File: src/rtl/instruction_decode.sv
// instruction_decode
// Second pipeline stage. Decodes an ARM-subset instruction (data-processing,
// load/store, branch), reads operands through the register-file read ports and
// detects load-use hazards against the execute stage. The result is presented
// to execute as a registered decode bundle.
//
// Ports
//   clk, rst                      clock, synchronous active-high reset
//   valid_i, pc_i, instr_i        fetched instruction
//   stall_i, flush_i              execute back-pressure / branch-taken discard
//   ex_valid_i, ex_load_i, ex_rd_i   instruction currently in execute
//   rn_addr_o, rm_addr_o          register-file read addresses (combinational)
//   rn_data_i, rm_data_i          register-file read data (combinational)
//   stall_o                       upstream hold request (combinational)
//   valid_o .. undef_o            registered decode bundle
//
// Fields that have no meaning for the decoded class are driven to zero.
// rn_data_o always carries the Rn operand value, whatever the class.
module instruction_decode (
    input  logic        clk,
    input  logic        rst,
    input  logic        valid_i,
    input  logic [31:0] pc_i,
    input  logic [31:0] instr_i,
    input  logic        stall_i,
    input  logic        flush_i,
    input  logic        ex_valid_i,
    input  logic        ex_load_i,
    input  logic [3:0]  ex_rd_i,
    output logic [3:0]  rn_addr_o,
    output logic [3:0]  rm_addr_o,
    input  logic [31:0] rn_data_i,
    input  logic [31:0] rm_data_i,
    output logic        stall_o,
    output logic        valid_o,
    output logic [31:0] pc_o,
    output logic [3:0]  cond_o,
    output logic [1:0]  class_o,
    output logic [3:0]  alu_op_o,
    output logic        set_flags_o,
    output logic [3:0]  rd_o,
    output logic [31:0] rn_data_o,
    output logic [31:0] op2_o,
    output logic        op2_imm_o,
    output logic [1:0]  shift_type_o,
    output logic [4:0]  shift_amt_o,
    output logic        mem_pre_o,
    output logic        mem_up_o,
    output logic        mem_byte_o,
    output logic        mem_wb_o,
    output logic        mem_load_o,
    output logic        link_o,
    output logic [31:0] branch_target_o,
    output logic        undef_o
);

    localparam logic [1:0] CLS_NONE = 2'b00;
    localparam logic [1:0] CLS_DP   = 2'b01;
    localparam logic [1:0] CLS_LS   = 2'b10;
    localparam logic [1:0] CLS_BR   = 2'b11;

    logic [31:0] pc_plus8;
    logic [31:0] rn_val;
    logic [31:0] rm_val;
    logic [31:0] imm32;
    logic [63:0] rot_dbl;
    logic        reg_shift;
    logic        uses_rn;
    logic        uses_rm;
    logic        hazard;

    logic [1:0]  d_class;
    logic [3:0]  d_alu_op;
    logic        d_set_flags;
    logic [3:0]  d_rd;
    logic [31:0] d_op2;
    logic        d_op2_imm;
    logic [1:0]  d_shift_type;
    logic [4:0]  d_shift_amt;
    logic        d_link;
    logic [31:0] d_target;
    logic        d_undef;

    assign rn_addr_o = instr_i[19:16];
    assign rm_addr_o = instr_i[3:0];

    // R15 reads return the architectural PC, which runs two words ahead.
    assign pc_plus8 = pc_i + 32'd8;
    assign rn_val   = (instr_i[19:16] == 4'hF) ? pc_plus8 : rn_data_i;
    assign rm_val   = (instr_i[3:0]   == 4'hF) ? pc_plus8 : rm_data_i;

    // Rotating the doubled value right gives a 32-bit rotate for free.
    assign imm32   = {24'd0, instr_i[7:0]};
    assign rot_dbl = {imm32, imm32} >> {instr_i[11:8], 1'b0};

    // Register-specified shifts are not supported in this subset.
    assign reg_shift = ~instr_i[25] & instr_i[4];

    always_comb begin
        d_class      = CLS_NONE;
        d_alu_op     = 4'd0;
        d_set_flags  = 1'b0;
        d_rd         = 4'd0;
        d_op2        = 32'd0;
        d_op2_imm    = 1'b0;
        d_shift_type = 2'd0;
        d_shift_amt  = 5'd0;
        d_link       = 1'b0;
        d_target     = 32'd0;
        d_undef      = 1'b0;
        if (instr_i[27:26] == 2'b00 && !reg_shift) begin
            d_class     = CLS_DP;
            d_alu_op    = instr_i[24:21];
            d_set_flags = instr_i[20];
            d_rd        = instr_i[15:12];
            if (instr_i[25]) begin
                d_op2     = rot_dbl[31:0];
                d_op2_imm = 1'b1;
            end else begin
                d_op2        = rm_val;
                d_shift_type = instr_i[6:5];
                d_shift_amt  = instr_i[11:7];
            end
        end else if (instr_i[27:26] == 2'b01 && !reg_shift) begin
            d_class = CLS_LS;
            d_rd    = instr_i[15:12];
            if (!instr_i[25]) begin
                d_op2     = {20'd0, instr_i[11:0]};
                d_op2_imm = 1'b1;
            end else begin
                d_op2        = rm_val;
                d_shift_type = instr_i[6:5];
                d_shift_amt  = instr_i[11:7];
            end
        end else if (instr_i[27:25] == 3'b101) begin
            d_class  = CLS_BR;
            d_link   = instr_i[24];
            d_rd     = instr_i[24] ? 4'd14 : 4'd0;
            d_target = pc_plus8 + {{6{instr_i[23]}}, instr_i[23:0], 2'b00};
        end else begin
            d_undef = 1'b1;
        end
    end

    // MOV/MVN ignore Rn; immediate forms ignore Rm; branches read nothing.
    assign uses_rn = ((d_class == CLS_DP) && (instr_i[24:21] != 4'b1101)
                      && (instr_i[24:21] != 4'b1111)) || (d_class == CLS_LS);
    assign uses_rm = ((d_class == CLS_DP) || (d_class == CLS_LS)) && !d_op2_imm;

    assign hazard = valid_i & ex_valid_i & ex_load_i &
                    ((uses_rn & (ex_rd_i == rn_addr_o)) |
                     (uses_rm & (ex_rd_i == rm_addr_o)));

    assign stall_o = stall_i | hazard;

    always_ff @(posedge clk) begin
        if (rst) begin
            valid_o         <= 1'b0;
            pc_o            <= 32'd0;
            cond_o          <= 4'd0;
            class_o         <= CLS_NONE;
            alu_op_o        <= 4'd0;
            set_flags_o     <= 1'b0;
            rd_o            <= 4'd0;
            rn_data_o       <= 32'd0;
            op2_o           <= 32'd0;
            op2_imm_o       <= 1'b0;
            shift_type_o    <= 2'd0;
            shift_amt_o     <= 5'd0;
            mem_pre_o       <= 1'b0;
            mem_up_o        <= 1'b0;
            mem_byte_o      <= 1'b0;
            mem_wb_o        <= 1'b0;
            mem_load_o      <= 1'b0;
            link_o          <= 1'b0;
            branch_target_o <= 32'd0;
            undef_o         <= 1'b0;
        end else if (flush_i) begin
            valid_o <= 1'b0;
            undef_o <= 1'b0;
        end else if (stall_i) begin
            // hold
        end else if (hazard) begin
            valid_o <= 1'b0;
            class_o <= CLS_NONE;
            undef_o <= 1'b0;
        end else begin
            valid_o         <= valid_i;
            pc_o            <= pc_i;
            cond_o          <= instr_i[31:28];
            class_o         <= d_class;
            alu_op_o        <= d_alu_op;
            set_flags_o     <= d_set_flags;
            rd_o            <= d_rd;
            rn_data_o       <= rn_val;
            op2_o           <= d_op2;
            op2_imm_o       <= d_op2_imm;
            shift_type_o    <= d_shift_type;
            shift_amt_o     <= d_shift_amt;
            mem_pre_o       <= (d_class == CLS_LS) & instr_i[24];
            mem_up_o        <= (d_class == CLS_LS) & instr_i[23];
            mem_byte_o      <= (d_class == CLS_LS) & instr_i[22];
            mem_wb_o        <= (d_class == CLS_LS) & instr_i[21];
            mem_load_o      <= (d_class == CLS_LS) & instr_i[20];
            link_o          <= d_link;
            branch_target_o <= d_target;
            undef_o         <= d_undef & valid_i;
        end
    end

endmodule

File: config.mk
export PLATFORM = sky130hd
export DESIGN_NAME = instruction_decode
export DESIGN_NICKNAME = d
export VERILOG_FILES = /design/src/rtl/instruction_decode.sv
export SDC_FILE = /design/constraint.sdc
export NUM_CORES = 1
export LEC_CHECK = 0
export ABC_AREA = 0
export CAP_MARGIN = 20
export CORE_MARGIN = 3
export CORE_UTILIZATION = 51
export DETAILED_ROUTE_END_ITERATION = 8
export GPL_TIMING_DRIVEN = 0
export PLACE_DENSITY_LB_ADDON = 0.3
export SLEW_MARGIN = 40
export SYNTH_ARGS = -nofsm -noshare
export SYNTH_HDL_FRONTEND = slang
export SYNTH_SLANG_ARGS = --single-unit
File: constraint.sdc
create_clock -name clk -period 6.1 [get_ports clk]
set_input_delay 1.22 -clock clk [delete_from_list [all_inputs] [get_ports clk]]
set_output_delay 1.22 -clock clk [all_outputs]
set_load 0.01 [all_outputs]
# Word-level counts from Yosys, hierarchy flattened
# Index checks and enable logic that the tools add are counted.
# word_totals
register_bits	159
in_bits	139
output_inout_bits	168
wordCells	103
# classes
addsub	2
eq_ne	10
shift	1
muxes	39
bitwise	18
reduce_logical	13
# op_table
operator	count
$mux 32	9
$shr 40x5->32	1
$add 32x32->32	1
$add 32x4->32 const B	1
$mux 4	5
$mux 5	4
$mux 2	8
$mux 1	13
$and 1x1->1	12
$eq 4x4->1	2
$eq 4x4->1 const B	2
$ne 4x4->1 const B	2
$logic_and 1x1->1	5
$eq 2x1->1 const B	2
$not 1->1	4
$eq 3x3->1 const B	1
$reduce_and 3->1	1
$eq 2x2->1 const B	1
$logic_not 1->1	2
$logic_not 2->1	1
$logic_or 1x1->1	2
$or 1x1->1	2
$reduce_and 2->1	1
$reduce_or 2->1	1

# Depth between registers and ports, before layout
# depth
word_depth	15
ltp_mapped	15
depth_no_buf	15

# Least setup slack after synthesis
# Ideal clock, no wire load.
# synth_timing
kind	input -> output
start	input port instr_i[27]
end	output port stall_o
arrival_time_ns	3.091
t_required_ns	4.880
slack_ns	1.789
cell_stages	9
cell_sequence	clkbuf_1 > a21oi_1 > nor2b_1 > nor2_1 > ha_1 > nand2b_1 > o32ai_1 > nand2_1 > nand2b_1
# synth_via
elab_chain_cells	12
word_cells_on_any_way	23
classes_between	eq/ne (4); mux (5); bitwise (5); reduce/logical (9)
# synth_lines
item	line_no	source
from (decl)	24	input logic [31:0] instr_i,
$eq 3x3->1 / $eq 2x1->1 (equally long branches)	135, 124	
$mux 2 / $logic_and 1x1->1 (equally long branches)	135, 124	
$mux 2	124	end else if (instr_i[27:26] == 2'b01 && !reg_shift) begin
$mux 2	111	if (instr_i[27:26] == 2'b00 && !reg_shift) begin
$eq 2x1->1	146, 148	
$logic_and 1x1->1	146	assign uses_rn = ((d_class == CLS_DP) && (instr_i[24:21] != 4'b1101)
$logic_and 1x1->1	147	&& (instr_i[24:21] != 4'b1111)) || (d_class == CLS_LS);
$logic_or 1x1->1	147	
$and 1x1->1	151	((uses_rn & (ex_rd_i == rn_addr_o)) |
$or 1x1->1 (*)	151	
$and 1x1->1 (*)	150	assign hazard = valid_i & ex_valid_i & ex_load_i &
$or 1x1->1 (*)	154	assign stall_o = stall_i | hazard;
to (decl)	34	output logic stall_o,
# Every way passes the cells marked *; elsewhere a longest branch is shown, timed or not.

# Worst setup path in the final report
# layout_timing
start	input port instr_i[4]
end	output port stall_o
# layout_via
elab_chain_cells	13
word_cells_on_any_way	21
classes_between	eq/ne (2); mux (4); bitwise (6); reduce/logical (9)
# layout_lines
item	line_no	source
$and 1x1->1 (*)	97	assign reg_shift = ~instr_i[25] & instr_i[4];
$logic_not 1->1 (*)	111, 124	
$logic_and 1x1->1	124	
$mux 2	124	
$mux 2	111	
$eq 2x1->1	146, 148	
$logic_and 1x1->1	146	
$logic_and 1x1->1	147	
$logic_or 1x1->1	147	
$and 1x1->1	151	
$or 1x1->1 (*)	151	
$and 1x1->1 (*)	150	
$or 1x1->1 (*)	154	
# Marked as above.

==> impl_results.md <==
- CP Launch Point: instr_i[4]
- Ys async rst share: 0%
- CP Buf/Inv Count: 2
- Tightest Pin Transition: 1000 ps
- Worst EP required: 4880 ps
- Mapped Cells: 1257
- Core footprint: 17600 um^2
- Detailed Place HPWL: 35000 um
- Final setup skew: 0 ps
- PwrDens: 221 nW/um^2
- Worst-path clk slew: 70 ps
- Max_cap viols: 0
- Congestion Overflow GR: 0
- Max Transition Viols Final: 0
- Hold Crit Class: reg -> reg
- Clock latency on the worst-skew pair: 440 ps
- Post-CTS Hold Fix Bufs: 0
- Fin crit share: 99.4%
- Post-Syn Nets: 1431
- Maximum clock rate: 0.165 GHz
- Nets@finish: 1753
- CP Max Fanout: 8
- Number of synthesized flops with an enable pin: 0
- Layout cells sized above 1: 4.65%
- Die height: 141 um
- IO Port Bufs: 303
- Final setup fails: 0
- Initial antenna violation count: 1
- Hold Vio Cnt, Final: 0
- CTS HTree Levels: 4
- CP cell instances: clkdlybuf4s50_1 -> a21oi_4 -> nor2b_1 -> nor2_1 -> ha_1 -> nand2b_1 -> o32ai_1 -> nand2_1 -> nand2b_1 -> clkdlybuf4s50_1
- Clock sinks: 159
- Area grow syn2layout: 42.3%
- DRC Markers: 0
- DP Area: 12600 um^2
- DR vias: 11700
- Routability cong.: 1.05
- Crit path depth: 10
- Warnings from Yosys: 0
- Vias in the first global route: 11200
- Clock root cell: clkbuf_16
- Final Instance Area: 13200 um^2
- Drt total wl: 45300 um
- First-pass GRT wire length: 66000 um
- R2R depth: 2
- Critical-path top delay cell: clkdlybuf4s50_1
- Startpoint Class: primary input
- Max stage delay on crit path: 690 ps
- Setup bufs post-CTS: 0
- CP arrival: 4840 ps
- Cell family with most CP delay: buffers and inverters
- Hold Worst Slack: 454 ps
- Crit path capture: stall_o
- IO Count: 307
- Worst VDD drop: 0.191 mV
- CTS tree: yes
- Chip Width: 141 um
- Die area: 19900 um^2
- Crit. End Element: output pin
- Reg2Reg Setup Slack: 5290 ps
- Yosys reg bits: 159
- Final Core Density: 75.2%
- Crit path kind: in -> out
- Num CTS Buffers: 17
- Post-synthesis sequential area ratio: 34.2%
- Post-DRT Antenna Nets: 0
- Synth cell types: 67
- RSZ-0062 raised after global routing: false
- Slew headroom: 33.1%
- Tmin final: 6060 ps
- Worst R2R Start: rn_data_o[1]$_SDFFE_PP0P_
- LEAKAGE: 5.08 nW
- # rows: 48
- All-layer global routing usage: 43.3%
- Via/cell ratio: 6.46
- Mapped Avg Cell Area: 7.40 um^2
- Initial core utilization: 52.8%
- Clk buf depth: 2
- Detailed-route wire length per cell: 24.9 um
- First drt pass iteration count: 8
- Largest net degree at the start of global routing: 19
- Dominant synthesized flop cell: dfxtp_1
- Initial DRC Count: 1454
- Outcome: finished clean
- Post-synthesis cell area: 9300 um^2
- Ant diodes: 0
- RR Endpoint: rn_data_o[1]$_SDFFE_PP0P_
## synthesized netlist by cell type, types with 15 or more instances
cell type,count,share of area [%]
inv_1,40,1.6
nand2_1,178,7.2
a21oi_1,153,8.2
ha_1,34,4.6
buf_2,17,0.91
xnor2_1,24,2.3
nand3_1,37,2.0
a211oi_1,37,3.0
and3_1,26,1.7
dfxtp_1,159,34
o21ai_0,61,3.3
nand4_1,15,1.0
xor2_1,23,2.2
clkbuf_1,64,2.6
nor3_1,30,1.6
nor2_1,163,6.6
## what timing repair did
item | in CTS | in global routing
gates resized for setup | 1 | 1
setup endpoints to repair | 1 | 1
cloned | 0 | 0
## sequential cells by signal, indices dropped and copies added, names as in the netlist
register,cells
valid_o,1
rd_o,4
link_o,1
rn_data_o,32
mem_up_o,1
branch_target_o,32
class_o,2
shift_type_o,2
undef_o,1
mem_byte_o,1
mem_wb_o,1
set_flags_o,1
op2_imm_o,1
pc_o,32
mem_pre_o,1
shift_amt_o,5
alu_op_o,4
cond_o,4
op2_o,32
mem_load_o,1
## through the flow
stage	power (mW)	TNS (ps)	std cells	worst slack [ps]
6_report	2.92	0	1817	38.3
2_1_floorplan	1.46	0	1257	1790
3_5_place_dp	1.81	-68.0	1785	-68.0
5_1_grt	2.99	0	1817	55.3
3_3_place_gp	1.79	0	1785	191
4_1_cts	2.87	0	1817	165
## where the power goes
group	switching (mW)	leakage, nW	internal (mW)
logic	0.422	3.49	0.298
clock network	0.548	0.292	0.552
registers	0.0234	1.29	1.08
## worst min-delay path by stage
stage	start	end	slack, ps	cells after the start
final	branch_target_o[16]$_SDFFE_PP0P_	branch_target_o[16]$_SDFFE_PP0P_	450	2
after floorplan	branch_target_o[16]$_SDFFE_PP0P_	branch_target_o[16]$_SDFFE_PP0P_	480	2
after CTS	branch_target_o[16]$_SDFFE_PP0P_	branch_target_o[16]$_SDFFE_PP0P_	450	2
after global routing	branch_target_o[16]$_SDFFE_PP0P_	branch_target_o[16]$_SDFFE_PP0P_	470	2
after global placement	branch_target_o[19]$_SDFFE_PP0P_	branch_target_o[19]$_SDFFE_PP0P_	440	2
after detailed placement	branch_target_o[16]$_SDFFE_PP0P_	branch_target_o[16]$_SDFFE_PP0P_	440	2
## final cells by class
| class | count | area [um^2] |
|---|---|---|
| clock buffer | 17 | 425 |
| inverter | 40 | 150 |
| tap | 225 | 282 |
| buffer | 94 | 427 |
| fill | 1261 | 4370 |
| clock inverter | 15 | 165 |
| sequential | 159 | 3180 |
| multi-input combinational | 964 | 5570 |
| timing repair buffer | 303 | 3030 |
## cell usage in the layout (no fill, tap or decap), types with 7 or more instances in the layout
master / count
buf_4: 10
a311oi_1: 7
clkbuf_16: 17
a31oi_1: 7
o21ai_0: 61
a222oi_1: 7
clkbuf_1: 64
xor2_1: 23
a21o_1: 13
buf_2: 17
nor2_1: 163
and3_1: 26
nand3_1: 37
ha_1: 34
clkdlybuf4s50_1: 303
nand2_1: 178
a221oi_1: 9
nor3_1: 30
xnor2_1: 22
nand2b_1: 9
or3_1: 9
nor4_1: 8
nand4_1: 15
o21a_1: 11
o22ai_1: 7
mux2i_1: 10
a211oi_1: 37
dfxtp_1: 159
a21oi_1: 152
inv_1: 40
## tightest hold or removal path: stages, from the launching register on
cell and delay [ps]:
dfxtp_1 310, nand2_1 50, a21oi_1 50
## layer usage
layer,up-vias,wire length [um],global-route usage (%)
met2,1009,19500,67.1
li1,5092,-,-
met3,224,6420,14.5
met4,0,2940,22.7
met5,-,0,0
met1,5419,16500,53.5
## cell families after synthesis
group,synth area share (%)
muxes,1.20
buffers and inverters,6.20
AOI/OAI and AO/OA,24.2
and+or+nand+nor,24.9
DFF,34.2
xor gates and xnor gates,4.43
adders and majority gates,4.79
No activity file was read; power rests on OpenSTA's default activity.
